[config.mk]
export PLATFORM = sky130hd
export DESIGN_NAME = usb_rx_packet_collector_flat
export DESIGN_NICKNAME = d
export VERILOG_FILES = /design/src/rtl/usb_rx_packet_collector_if.sv /design/src/rtl/usb_rx_packet_collector.sv /design/src/flat_wrapper.sv
export SDC_FILE = /design/constraint.sdc
export NUM_CORES = 1
export LEC_CHECK = 0
export CORE_MARGIN = 2
export CORE_UTILIZATION = 51
export DETAILED_ROUTE_END_ITERATION = 12
export PLACE_DENSITY = 0.86
export SYNTH_ARGS = -nofsm -noshare
export SYNTH_HDL_FRONTEND = slang
export SYNTH_SLANG_ARGS = --single-unit
[constraint.sdc]
create_clock -name clk -period 2.6 [get_ports clk]
set_clock_uncertainty 0.05 [all_clocks]
set_input_delay 0.26 -clock clk [delete_from_list [all_inputs] [get_ports clk]]
set_output_delay 0.26 -clock clk [all_outputs]
set_load 0.02 [all_outputs]
[src/rtl/usb_rx_packet_collector_if.sv]
// Bit-stream and parallel-field bundle for the USB receive packet collector.
//   Upstream side (master): sop, eop, bit_valid, bit_in.
//   Collector side (slave):  pid_raw, data_raw, crc16_raw, pkt_ready,
//                            pkt_is_data, pid_err, rx_error, busy.
// DATA_BITS must match the collector's DATA_BITS.
interface usb_rx_packet_collector_if #(
  parameter int DATA_BITS = 64
);
  logic                 sop;
  logic                 eop;
  logic                 bit_valid;
  logic                 bit_in;
  logic [7:0]           pid_raw;
  logic [DATA_BITS-1:0] data_raw;
  logic [15:0]          crc16_raw;
  logic                 pkt_ready;
  logic                 pkt_is_data;
  logic                 pid_err;
  logic                 rx_error;
  logic                 busy;

  modport master (
    output sop, eop, bit_valid, bit_in,
    input  pid_raw, data_raw, crc16_raw, pkt_ready, pkt_is_data,
           pid_err, rx_error, busy
  );

  modport slave (
    input  sop, eop, bit_valid, bit_in,
    output pid_raw, data_raw, crc16_raw, pkt_ready, pkt_is_data,
           pid_err, rx_error, busy
  );
endinterface

[src/rtl/usb_rx_packet_collector.sv]
// Serial-to-parallel USB receive packet collector.
// Shifts the decoded, unstuffed bit stream between SOP and EOP into PID,
// payload and CRC16 registers in raw wire order (first bit -> field MSB),
// judges the packet length at EOP and presents the fields with a one-cycle
// pkt_ready strobe, or pulses rx_error on a bad length or an aborted packet.
// Ports:
//   clk  - system clock
//   rst  - synchronous active-high reset
//   bus  - slave side of usb_rx_packet_collector_if (bit stream in,
//          collected fields and status out)
module usb_rx_packet_collector #(
  parameter int DATA_BITS = 64
) (
  input  logic                     clk,
  input  logic                     rst,
  usb_rx_packet_collector_if.slave bus
);

  localparam int         TOTAL_BITS = 8 + DATA_BITS + 16;
  localparam logic [6:0] CNT_PID    = 7'd8;
  localparam logic [6:0] PID_LAST   = 7'd7;
  localparam logic [6:0] DATA_LAST  = 7'(8 + DATA_BITS - 1);
  localparam logic [6:0] CNT_FULL   = 7'(TOTAL_BITS);
  localparam logic [6:0] CNT_MAX    = 7'd127;

  typedef enum logic [2:0] {IDLE, PID, DATA, CRC, OVERFLOW} state_t;

  state_t               state;
  logic [6:0]           cnt;
  logic [7:0]           pid_sr;
  logic [DATA_BITS-1:0] data_sr;
  logic [15:0]          crc_sr;

  logic [7:0]           pid_q;
  logic [DATA_BITS-1:0] data_q;
  logic [15:0]          crc_q;
  logic                 pkt_ready_q;
  logic                 pkt_is_data_q;
  logic                 pid_err_q;
  logic                 rx_error_q;

  // Shift registers and count after this cycle's bit, so that a bit_valid
  // coincident with eop is included before the length is judged.
  logic [7:0]           pid_nx;
  logic [DATA_BITS-1:0] data_nx;
  logic [15:0]          crc_nx;
  logic [6:0]           cnt_nx;
  logic                 pid_err_nx;

  // NOTE: every signal gets a default at the top of the block so no path
  // leaves it unassigned, which would otherwise infer a latch.
  always_comb begin
    pid_nx  = pid_sr;
    data_nx = data_sr;
    crc_nx  = crc_sr;
    cnt_nx  = cnt;
    if (bus.bit_valid && state != IDLE) begin
      unique case (state)
        PID:  pid_nx  = {pid_sr[6:0], bus.bit_in};
        DATA: data_nx = {data_sr[DATA_BITS-2:0], bus.bit_in};
        // Once all 16 CRC bits are in, further bits are overflow, not CRC.
        CRC:  if (cnt < CNT_FULL) crc_nx = {crc_sr[14:0], bus.bit_in};
        default: ;
      endcase
      if (cnt != CNT_MAX) cnt_nx = cnt + 7'd1;
    end
    pid_err_nx = (pid_nx[7:4] != ~pid_nx[3:0]);
  end

  // NOTE: sequential state uses non-blocking assignments so every register
  // samples the pre-edge values regardless of statement order.
  // NOTE: the shift registers carry no storage-array semantics, so they are
  // reset together with the control state; the whole block clears in one edge.
  always_ff @(posedge clk) begin
    if (rst) begin
      state         <= IDLE;
      cnt           <= '0;
      pid_sr        <= '0;
      data_sr       <= '0;
      crc_sr        <= '0;
      pid_q         <= '0;
      data_q        <= '0;
      crc_q         <= '0;
      pkt_ready_q   <= 1'b0;
      pkt_is_data_q <= 1'b0;
      pid_err_q     <= 1'b0;
      rx_error_q    <= 1'b0;
    end else begin
      pkt_ready_q <= 1'b0;
      rx_error_q  <= 1'b0;

      if (bus.sop) begin
        // A sop mid-packet abandons it; sop also outranks a same-cycle eop.
        if (state != IDLE) rx_error_q <= 1'b1;
        state   <= PID;
        cnt     <= '0;
        pid_sr  <= '0;
        data_sr <= '0;
        crc_sr  <= '0;
      end else if (state != IDLE) begin
        pid_sr  <= pid_nx;
        data_sr <= data_nx;
        crc_sr  <= crc_nx;
        cnt     <= cnt_nx;

        if (bus.eop) begin
          state <= IDLE;
          if (cnt_nx == CNT_PID) begin
            // Handshake: payload and CRC outputs keep their previous values.
            pkt_ready_q   <= 1'b1;
            pkt_is_data_q <= 1'b0;
            pid_q         <= pid_nx;
            pid_err_q     <= pid_err_nx;
          end else if (cnt_nx == CNT_FULL) begin
            pkt_ready_q   <= 1'b1;
            pkt_is_data_q <= 1'b1;
            pid_q         <= pid_nx;
            data_q        <= data_nx;
            crc_q         <= crc_nx;
            pid_err_q     <= pid_err_nx;
          end else begin
            rx_error_q <= 1'b1;
          end
        end else if (bus.bit_valid) begin
          unique case (state)
            PID:  if (cnt == PID_LAST)  state <= DATA;
            DATA: if (cnt == DATA_LAST) state <= CRC;
            CRC:  if (cnt == CNT_FULL)  state <= OVERFLOW;
            default: ;
          endcase
        end
      end
    end
  end

  assign bus.pid_raw     = pid_q;
  assign bus.data_raw    = data_q;
  assign bus.crc16_raw   = crc_q;
  assign bus.pkt_ready   = pkt_ready_q;
  assign bus.pkt_is_data = pkt_is_data_q;
  assign bus.pid_err     = pid_err_q;
  assign bus.rx_error    = rx_error_q;
  assign bus.busy        = (state != IDLE);

endmodule

[src/flat_wrapper.sv]
// flat-port wrapper written by rule: the top's interface ports become plain ports
module usb_rx_packet_collector_flat 
#(
  parameter int DATA_BITS = 64
)
  (clk, rst, bus_sop, bus_eop, bus_bit_valid, bus_bit_in, bus_pid_raw, bus_data_raw, bus_crc16_raw, bus_pkt_ready, bus_pkt_is_data, bus_pid_err, bus_rx_error, bus_busy);
  usb_rx_packet_collector_if #(.DATA_BITS(DATA_BITS)) bus_i ();
  input  logic clk;
  input  logic rst;
  input wire logic [$bits(bus_i.sop)-1:0] bus_sop;
  input wire logic [$bits(bus_i.eop)-1:0] bus_eop;
  input wire logic [$bits(bus_i.bit_valid)-1:0] bus_bit_valid;
  input wire logic [$bits(bus_i.bit_in)-1:0] bus_bit_in;
  output wire logic [$bits(bus_i.pid_raw)-1:0] bus_pid_raw;
  output wire logic [$bits(bus_i.data_raw)-1:0] bus_data_raw;
  output wire logic [$bits(bus_i.crc16_raw)-1:0] bus_crc16_raw;
  output wire logic [$bits(bus_i.pkt_ready)-1:0] bus_pkt_ready;
  output wire logic [$bits(bus_i.pkt_is_data)-1:0] bus_pkt_is_data;
  output wire logic [$bits(bus_i.pid_err)-1:0] bus_pid_err;
  output wire logic [$bits(bus_i.rx_error)-1:0] bus_rx_error;
  output wire logic [$bits(bus_i.busy)-1:0] bus_busy;
  assign bus_i.sop = bus_sop;
  assign bus_i.eop = bus_eop;
  assign bus_i.bit_valid = bus_bit_valid;
  assign bus_i.bit_in = bus_bit_in;
  assign bus_pid_raw = bus_i.pid_raw;
  assign bus_data_raw = bus_i.data_raw;
  assign bus_crc16_raw = bus_i.crc16_raw;
  assign bus_pkt_ready = bus_i.pkt_ready;
  assign bus_pkt_is_data = bus_i.pkt_is_data;
  assign bus_pid_err = bus_i.pid_err;
  assign bus_rx_error = bus_i.rx_error;
  assign bus_busy = bus_i.busy;
  usb_rx_packet_collector #(.DATA_BITS(DATA_BITS)) u_core (.clk(clk), .rst(rst), .bus(bus_i));
endmodule
==> results of run 1 <==
## cell type report
class,count,area [um2]
fill,1074,4690
sequential,190,3800
multi-input combinational,480,3170
timing repair buffer,135,1380
clock buffer,23,478
tap,180,225
clock inverter,5,60.1
inverter,6,22.5
## cell usage in the layout, fill, tap and decap left out, types with 2 or more instances in the layout
cell,n
and3_1,2
nor4_4,3
dfxtp_1,189
a211oi_2,2
or4_1,3
nor2b_1,39
clkbuf_8,3
inv_1,6
clkbuf_1,3
nand3_1,5
clkdlybuf4s50_1,97
mux2i_1,56
a21oi_1,48
clkbuf_16,17
nor2_1,113
buf_12,10
mux2_2,35
buf_4,28
nor3_1,6
a211oi_1,53
xnor2_1,8
nand2_1,75
nor3b_1,2
## per-stage QoR
step / instances / power, mW
2_1_floorplan: 730 / 3.05
3_3_place_gp: 991 / 3.10
3_5_place_dp: 991 / 3.10
4_1_cts: 1019 / 5.48
5_1_grt: 1019 / 5.60
6_report: 1019 / 5.43
## registers in the layout (all words and copies together) (netlist names), 3 cells and up
| signal | flops |
|---|---|
| u_core.bus.crc16_raw | 16 |
| u_core.cnt | 7 |
| u_core.bus.pid_raw | 8 |
| u_core.state | 3 |
| u_core.crc_sr | 16 |
| u_core.bus.data_raw | 64 |
| u_core.pid_sr | 8 |
| u_core.data_sr | 64 |
## critical path: stages (launching register included)
cell and delay [ns]:
dfxtp_1 0.52, nand3_1 0.17, nor3_1 0.24, mux2_4 0.39
or4_1 0.61, buf_12 0.21, nand2_1 0.10, a21oi_1 0.07
## routing by layer
| layer | vias to the layer above | GRT usage [%] |
|---|---|---|
| li1 | 2696 | - |
| met1 | 2490 | 25.0 |
| met2 | 112 | 32.5 |
| met3 | 12 | 4.83 |
| met4 | 0 | 7.76 |
| met5 | - | 0 |
## how the worst min path moves through the flow
stage | to | cells past startpoint | slack, ns | from
2_1_floorplan | u_core.state[1]$_SDFFE_PP0P_ | 1 | 0.29 | bus_eop
3_3_place_gp | u_core.bus.crc16_raw[0]$_SDFFE_PP0P_ | 2 | 0.39 | u_core.bus.crc16_raw[0]$_SDFFE_PP0P_
3_5_place_dp | u_core.bus.data_raw[58]$_SDFFE_PP0P_ | 2 | 0.39 | u_core.bus.data_raw[58]$_SDFFE_PP0P_
4_1_cts | u_core.bus.crc16_raw[11]$_SDFFE_PP0P_ | 2 | 0.20 | rst
5_1_grt | u_core.bus.data_raw[61]$_SDFFE_PP0P_ | 2 | 0.22 | rst
6_report | u_core.bus.crc16_raw[10]$_SDFFE_PP0P_ | 2 | 0.20 | rst
## what timing repair did
action / in CTS / in global routing
pin swaps: 0 / 0
setup endpoints to repair: 3 / 91
resized for setup: 3 / 4
## logic make-up (layout without fill, tap and decap cells)
| group | count (synthesis) | after routing | share of synthesized area [%] |
|---|---|---|---|
| flops | 190 | 190 | 52.9 |
| fa+ha+maj | 2 | 2 | 0.348 |
| compound gates | 115 | 115 | 10.8 |
| buf+inv | 60 | 169 | 4.09 |
| simple gates | 262 | 262 | 17.2 |
| xor+xnor | 8 | 8 | 0.974 |
| mux | 93 | 93 | 13.7 |
## where the power goes
group | leakage, nW | internal (mW) | switching, mW
clock | 0.261 | 1.38 | 1.02
combinational | 1.20 | 0.0383 | 0.0792
sequential | 1.53 | 2.91 | 0.00300
total | 3.00 | 4.33 | 1.10
==> flow_metrics.env, run 1 <==
export IMPL_r2r_start="u_core.cnt[2]$_SDFFE_PP0N_"
export IMPL_yosysWarnings=0
export IMPL_highest_layer="met4"
export IMPL_rows=43
export IMPL_rrSetupSlack_ns=0.12
export IMPL_io_pins=99
export IMPL_wl_met2_um=6890
export IMPL_die_area_um2=15100
export IMPL_worstSetupPathType="reg -> reg"
export IMPL_drive_gt1_share_pct=14.3
export IMPL_critPathCapture="u_core.bus.crc16_raw[7]$_SDFFE_PP0P_"
export IMPL_fin_crit_ns=2.48
export IMPL_diodes=0
export IMPL_port_buffers=98
export IMPL_cp_max_fo=34
export IMPL_hold_viol=0
export IMPL_antenna_found_initial=0
export IMPL_area_growth_pct=27.1
export IMPL_syn_num_nets=738
export IMPL_fmax_mhz=402
export IMPL_r2r_end="u_core.bus.crc16_raw[7]$_SDFFE_PP0P_"
export IMPL_required_ns=2.85
export IMPL_synth_area_leaders="dfxtp_1 (53%), mux2i_1 (7.8%), nor2_1 (5.9%)"
export IMPL_synth_edf_count=0
export IMPL_synthesis_area_um2=7190
export IMPL_ys_flop_type="dfxtp_1"
export IMPL_drt_iter0_drc=225
export IMPL_fp_dieH_um=123
export IMPL_track_usage_pct=19.8
export IMPL_via_per_inst=5.21
export IMPL_ir_drop_uv=418
export IMPL_dr_wl_met3_um=521
export IMPL_post_dp_cell_area_um2=8560
export IMPL_grt_pass1_wl_um=23600
export IMPL_antenna_left=0
export IMPL_worst_pin_slew_ns=0.646
export IMPL_async_reset_ff_share_pct=0
export IMPL_relSlewSlack_pct=56.9
export IMPL_avgSynthCellArea_um2=9.85
export IMPL_grt_pass1_vias=5051
export IMPL_postCtsHoldBufs=0
export IMPL_cts_root_buf="clkbuf_16"
export IMPL_crit_path_start="u_core.cnt[2]$_SDFFE_PP0N_"
export IMPL_critPathLaunchType="register"
export IMPL_wl_per_cell_um=14.1
export IMPL_dp_slack_ns=-0.197
export IMPL_hpwl_um=9470
export IMPL_yosysMostFrequentCell="dfxtp_1"
export IMPL_m1WireLength_um=6800
export IMPL_cts_max_level=4
export IMPL_cts_setup_buffers=0
export IMPL_cts_tree="built"
export IMPL_postSynthRegisterBits=190
export IMPL_synthTopCellsByCount="dfxtp_1 (190), nor2_1 (113), nand2_1 (75)"
export IMPL_setup_tns_final_ns=0
export IMPL_leakage_nw=3.00
export IMPL_numCtsBuffers=17
export IMPL_vias=5310
export IMPL_synthCells=730
export IMPL_fp_dieW_um=123
export IMPL_numClockSinks=190
export IMPL_maxCapViolations=0
export IMPL_drt_wl_total_um=14400
export IMPL_drc_errors=0
export IMPL_timing_hold_ws_ns=0.200
export IMPL_grt_start_max_net_pins=62
export IMPL_place_gp_congestion=0.858
export IMPL_min_path_type="in -> reg"
export IMPL_design_area_um2=9140
export IMPL_yosys_area_top_type="dfxtp_1"
export IMPL_firstDrtPassIters=4
export IMPL_critPathCaptureType="register"
export IMPL_layout_setup_ws_ns=0.115
export IMPL_finalCritPeriodShare_pct=95.6
export IMPL_r2r_cells=7
export IMPL_clk_pin_slew_ns=0.06
export IMPL_critical_path_arrival_ns=2.73
export IMPL_setup_violations_final=0
export IMPL_gr_total_overflow=0
export IMPL_insertion_delay_ns=0.42
export IMPL_yosysSeqAreaShare_pct=52.9
export IMPL_final_nets=838
export IMPL_powerDensity_nw_per_um2=594
export IMPL_rsz0062_at_grt="false"
export IMPL_core_um2=13800
export IMPL_drv_slew=0
export IMPL_final_util_pct=66.1
export IMPL_clockBufferDepth=2
export IMPL_yosys_area_top_type_share_pct=52.9
export IMPL_start_util_pct=52.0
export IMPL_status="complete, no violations"
export IMPL_synth_cell_types=50
(Power assumes the default switching activity.)
==> run 2, diff against run 1 <==
- CORE_UTILIZATION: 51 -> 35
- PLACE_DENSITY: 0.86 -> 0.66
==> run 2 against run 1 <==
First-iteration DRC count increased by 18%. Design area increased by 2.0%. Highest routed layer unchanged. Setup slack improved by 0.045 ns. Cell count increased by 9.5%. Count of clock-buffer cells in the layout decreased by 5. Hold slack got worse by 0.032 ns. Largest power group unchanged. Routed wire length increased by 2.7%. Sequential cell count unchanged. Sequential share of layout area decreased by 0.82 points. Sequential power about the same. Total power increased by 5.4%.
==> flow_metrics.env, run 2 (synthesis results as in run 1) <==
export IMPL_required_ns=2.29
export IMPL_rrSetupSlack_ns=0.16
export IMPL_fill_cells=1974
export IMPL_layout_setup_ws_ns=0.160
export IMPL_fp_dieW_um=147
export IMPL_cts_root_buf="clkbuf_16"
export IMPL_r2r_start="u_core.cnt[0]$_SDFFE_PP0N_"
export IMPL_critPathLaunchType="register"
export IMPL_worstHoldEndpoint="u_core.state[0]$_SDFFE_PP0P_"
export IMPL_via_per_inst=4.74
export IMPL_drt_wl_total_um=14800
export IMPL_place_gp_congestion=0.836
export IMPL_rsz0062_at_grt="false"
export IMPL_layout_cells_non_filler=1116
export IMPL_antenna_found_initial=0
export IMPL_grt_use_met3_pct=3.88
export IMPL_path_cells="buf_4, nor3_1, inv_1, clkdlybuf4s50_1"
export IMPL_track_usage_pct=14.1
export IMPL_worst_pin_slew_ns=0.750
export IMPL_busiest_layer="met2"
export IMPL_ir_drop_uv=430
export IMPL_drt_iter0_drc=265
export IMPL_timing_hold_ws_ns=0.168
export IMPL_hold_start="rst"
export IMPL_fin_crit_ns=2.44
export IMPL_worstSetupPathType="reg -> out"
export IMPL_setup_tns_final_ns=0
export IMPL_p_comb_share_pct=2.1
export IMPL_powerDensity_nw_per_um2=614
export IMPL_dpl_cell_count=1085
export IMPL_min_path_type="in -> reg"
export IMPL_gr_total_overflow=0
export IMPL_numClockSinks=190
export IMPL_p_total_mw=5.72
export IMPL_wl_per_cell_um=13.2
export IMPL_fp_dieH_um=147
export IMPL_seqCellArea_um2=3800
export IMPL_drc_errors=0
export IMPL_area_growth_pct=29.6
export IMPL_critical_path_arrival_ns=2.13
export IMPL_status="complete, no violations"
export IMPL_vias=5288
export IMPL_die_area_um2=21700
export IMPL_hpwl_um=9930
export IMPL_cp_max_fo=8
export IMPL_relSlewSlack_pct=50.0
export IMPL_power_frac_clock_pct=47.0
export IMPL_core_um2=20200
export IMPL_post_dp_cell_area_um2=8700
export IMPL_grt_use_met2_pct=23.5
export IMPL_p_switching_mw=1.24
export IMPL_fmax_mhz=410
export IMPL_antenna_left=0
export IMPL_clockBufferDepth=2
export IMPL_intPower_mw=4.49
export IMPL_r2r_end="u_core.bus.data_raw[53]$_SDFFE_PP0P_"
export IMPL_seq_power_share_pct=50.9
export IMPL_final_nets=842
export IMPL_clk_pin_slew_ns=0.07
export IMPL_diodes=0
export IMPL_cts_max_level=4
export IMPL_cpPeakStageDelay_ns=0.55
export IMPL_multiInputGateArea_um2=3140
export IMPL_cts_tree="built"
export IMPL_grt_start_max_net_pins=68
export IMPL_final_util_pct=46.2
export IMPL_start_util_pct=35.7
export IMPL_crit_path_top_delay_cell="clkdlybuf4s50_1"
export IMPL_design_area_um2=9320
export IMPL_leakage_nw=3.04
export IMPL_grt_pass1_vias=5199
export IMPL_setup_violations_final=0
export IMPL_drv_slew=0
export IMPL_critical_path_top_delay_family="buffers and inverters"
export IMPL_drive_gt1_share_pct=14.9
export IMPL_hold_viol=0
export IMPL_cts_setup_buffers=0
export IMPL_grt_pass1_wl_um=24800
export IMPL_min_path_cells=2
export IMPL_insertion_delay_ns=0.42
export IMPL_dp_slack_ns=-0.124
export IMPL_maxCapViolations=0
export IMPL_cp_buffers_inverters=3
export IMPL_swShare_pct=21.6
export IMPL_mostFrequentLayoutCell="dfxtp_1"
export IMPL_rows=52
export IMPL_port_buffers=98
export IMPL_critPathCaptureType="output port"
export IMPL_numCtsBuffers=17
export IMPL_firstDrtPassIters=4
export IMPL_final_cell_mix="dfxtp_1 (189), nor2_1 (113), clkdlybuf4s50_1 (97)"
export IMPL_met1_usage_pct=17.9
export IMPL_finalCritPeriodShare_pct=93.8
export IMPL_io_pins=99
export IMPL_r2r_cells=8
==> run 2: power by group through the flow <==
stage	registers (mW)	clock network [mW]	logic [mW]
6_report	2.91	2.69	0.119
5_1_grt	2.91	2.89	0.131
4_1_cts	2.91	2.77	0.121
3_5_place_dp	2.98	0	0.120
3_3_place_gp	2.98	0	0.119
2_1_floorplan	2.98	0	0.0718
==> run 2: layout make-up <==
type | count | share of cell area [%]
Sequential cell | 190 | 40.8
Multi-Input combinational cell | 480 | 33.7
Timing Repair Buffer | 139 | 15.1
Clock buffer | 18 | 4.60
Tap cell | 270 | 3.62
Clock inverter | 13 | 1.92
Inverter | 6 | 0.242
==> run 2: per-layer routing <==
layer	routed length, um	up-vias
met1	7180	2499
met3	540	10
met4	174	0
met2	6890	74
met5	0	-
li1	-	2705
==> run 2: timing repair <==
action | 4_1_cts | 5_1_grt
hold buffers | 0 | 0
endpoints found under the setup margin | 0 | 89
resized for setup | 0 | 3
==> run 2: how the worst max path moves through the flow <==
stage / from / end / slack, ns / depth (start not counted)
2_1_floorplan: u_core.cnt[0]$_SDFFE_PP0N_ / u_core.bus.crc16_raw[1]$_SDFFE_PP0P_ / 0.22 / 9
3_3_place_gp: bus_bit_valid / u_core.bus.data_raw[49]$_SDFFE_PP0P_ / -0.05 / 8
3_5_place_dp: bus_bit_valid / u_core.bus.data_raw[50]$_SDFFE_PP0P_ / -0.12 / 8
4_1_cts: u_core.cnt[0]$_SDFFE_PP0N_ / u_core.bus.data_raw[50]$_SDFFE_PP0P_ / 0.06 / 8
5_1_grt: u_core.cnt[0]$_SDFFE_PP0N_ / u_core.bus.data_raw[37]$_SDFFE_PP0P_ / 0.01 / 9
6_report: u_core.state[2]$_SDFFE_PP0P_ / bus_busy / 0.16 / 4
==> run 3, diff against run 2 <==
--- a/config.mk
+++ b/config.mk
@@ -6,8 +6,10 @@
 export NUM_CORES = 1
 export LEC_CHECK = 0
+export CELL_PAD_IN_SITES_DETAIL_PLACEMENT = 0
+export CELL_PAD_IN_SITES_GLOBAL_PLACEMENT = 1
 export CORE_MARGIN = 2
 export CORE_UTILIZATION = 35
 export DETAILED_ROUTE_END_ITERATION = 12
-export PLACE_DENSITY = 0.66
+export PLACE_DENSITY = 0.79
 export SYNTH_ARGS = -nofsm -noshare
 export SYNTH_HDL_FRONTEND = slang
==> constraint.sdc (replaced) <==
create_clock -name clk -period 2.6 [get_ports clk]
set_clock_uncertainty 0.05 [all_clocks]
set_input_delay 0.65 -clock clk [delete_from_list [all_inputs] [get_ports clk]]
set_output_delay 0.65 -clock clk [all_outputs]
set_load 0.02 [all_outputs]
==> run 3 against run 2 <==
Maximum frequency decreased by 1.7%. Via count decreased by 0.59%. Critical path depth decreased by 1. Non-clock buffer count increased by 3. Die area unchanged. Cell count increased by 0.36%. Register-to-register slack improved by 0.04 ns. Hold slack improved by 0.23 ns. Routed wire length increased by 3.1%. Sequential share of layout area decreased by 0.32 points.
==> flow_metrics.env, run 3 (synthesis results as in run 1) <==
export IMPL_rows=52
export IMPL_worst_pin_slew_ns=0.446
export IMPL_finalCritPeriodShare_pct=95.5
export IMPL_r2r_cells=9
export IMPL_diodes=0
export IMPL_grt_pass1_vias=5171
export IMPL_hpwl_um=10100
export IMPL_cts_max_level=4
export IMPL_final_cell_mix="dfxtp_1 (188), nor2_1 (113), clkdlybuf4s50_1 (96)"
export IMPL_wl_per_cell_um=13.6
export IMPL_fp_dieH_um=147
export IMPL_numClockSinks=190
export IMPL_vias=5257
export IMPL_core_um2=20200
export IMPL_rsz0062_at_grt="false"
export IMPL_grt_pass1_wl_um=25900
export IMPL_hold_start="u_core.bus.crc16_raw[11]$_SDFFE_PP0P_"
export IMPL_cp_max_fo=4
export IMPL_numCtsBuffers=17
export IMPL_fill_cells=1934
export IMPL_clk_pin_slew_ns=0.07
export IMPL_drc_errors=0
export IMPL_drt_wl_total_um=15200
export IMPL_critical_path_top_delay_family="buffers and inverters"
export IMPL_area_growth_pct=30.7
export IMPL_fmax_mhz=403
export IMPL_rrSetupSlack_ns=0.20
export IMPL_cpPeakStageDelay_ns=0.55
export IMPL_cts_tree="built"
export IMPL_min_path_type="reg -> reg"
export IMPL_powerDensity_nw_per_um2=623
export IMPL_hold_viol=0
export IMPL_worstSetupPathType="reg -> out"
export IMPL_clockBufferDepth=2
export IMPL_relSlewSlack_pct=69.8
export IMPL_antenna_left=0
export IMPL_via_per_inst=4.69
export IMPL_drive_gt1_share_pct=15.8
export IMPL_grt_start_max_net_pins=95
export IMPL_worstHoldEndpoint="u_core.bus.crc16_raw[11]$_SDFFE_PP0P_"
export IMPL_insertion_delay_ns=0.43
export IMPL_cts_root_buf="clkbuf_16"
export IMPL_critPathCaptureType="output port"
export IMPL_r2r_end="u_core.state[0]$_SDFFE_PP0P_"
export IMPL_track_usage_pct=14.7
export IMPL_die_area_um2=21700
export IMPL_layout_cells_non_filler=1120
export IMPL_min_path_cells=2
export IMPL_ir_drop_uv=474
export IMPL_port_buffers=98
export IMPL_mostFrequentLayoutCell="dfxtp_1"
export IMPL_drt_iter0_drc=337
export IMPL_firstDrtPassIters=4
export IMPL_final_nets=845
export IMPL_r2r_start="u_core.cnt[1]$_SDFFE_PP0N_"
export IMPL_start_util_pct=35.7
export IMPL_gr_total_overflow=0
export IMPL_status="complete, no violations"
export IMPL_critPathLaunchType="register"
export IMPL_io_pins=99
export IMPL_path_cells="nor3_4, inv_1, clkdlybuf4s50_1"
export IMPL_layout_setup_ws_ns=0.118
export IMPL_dp_slack_ns=-0.617
export IMPL_maxCapViolations=0
export IMPL_critical_path_arrival_ns=1.78
export IMPL_place_gp_congestion=0.803
export IMPL_crit_path_start="u_core.state[2]$_SDFFE_PP0P_"
export IMPL_dpl_cell_count=1086
export IMPL_crit_path_top_delay_cell="clkdlybuf4s50_1"
export IMPL_antenna_found_initial=0
export IMPL_required_ns=1.90
export IMPL_fin_crit_ns=2.48
export IMPL_cp_buffers_inverters=2
export IMPL_leakage_nw=3.08
export IMPL_drv_slew=0
export IMPL_setup_violations_final=0
export IMPL_final_util_pct=46.6
export IMPL_fp_dieW_um=147
==> run 3: what timing repair did <==
item | 4_1_cts | 5_1_grt
gates cloned | 1 | 0
setup endpoints to repair | 84 | 92
hold endpoints to repair | 0 | 0
buffers inserted | 1 | 0
pin swaps | 1 | 1
gates resized for setup | 6 | 6
hold buffers | 0 | 0
==> run 3: worst max-delay path by stage <==
stage / to / slack, ns / cells after the start
4_1_cts: u_core.bus.crc16_raw[7]$_SDFFE_PP0P_ / 0.05 / 8
3_3_place_gp: u_core.bus.data_raw[60]$_SDFFE_PP0P_ / -0.54 / 9
2_1_floorplan: u_core.bus.crc16_raw[1]$_SDFFE_PP0P_ / 0.20 / 8
5_1_grt: u_core.bus.crc16_raw[15]$_SDFFE_PP0P_ / 0.03 / 10
6_report: bus_busy / 0.12 / 3
3_5_place_dp: u_core.bus.data_raw[60]$_SDFFE_PP0P_ / -0.62 / 9
==> run 3: stage by stage <==
stage               instance area, um2  hold WS (ns)  setup TNS, ns  power [mW]
floorplan                         7190         0.406              0        3.05
global placement                  8680         0.389         -42.67        3.11
detailed placement                8680         0.394         -48.60        3.11
CTS                               9370         0.403              0        5.93
global route                      9400         0.423              0        6.07
finish                            9400         0.399              0        5.86
==> run 3: layout make-up <==
type	count	area [um2]	share of cell area (%)
Sequential cell	190	3810	40.5
Multi-Input combinational cell	480	3170	33.7
Timing Repair Buffer	142	1420	15.1
Clock buffer	17	425	4.53
Tap cell	270	338	3.59
Clock inverter	15	225	2.40
Inverter	6	22.5	0.240
==> run 3: worst min-delay path: stages, from the launching register on <==
cell     delay (ns)
dfxtp_1        0.31
nand2_1        0.05
a21oi_1        0.05
==> run 3: where the power goes <==
part	internal [mW]	switching, mW
logic	0.0426	0.0824
clock network	1.57	1.25
registers	2.91	0.00379
==> run 3: routing by layer <==
metal | share of wire [%] | global-route usage [%] | up-vias
met4 | 1.5 | 5.19 | 0
met2 | 46 | 23.3 | 64
met1 | 50 | 19.8 | 2463
li1 | - | - | 2716
met5 | 0 | 0 | -
met3 | 3.1 | 3.14 | 14
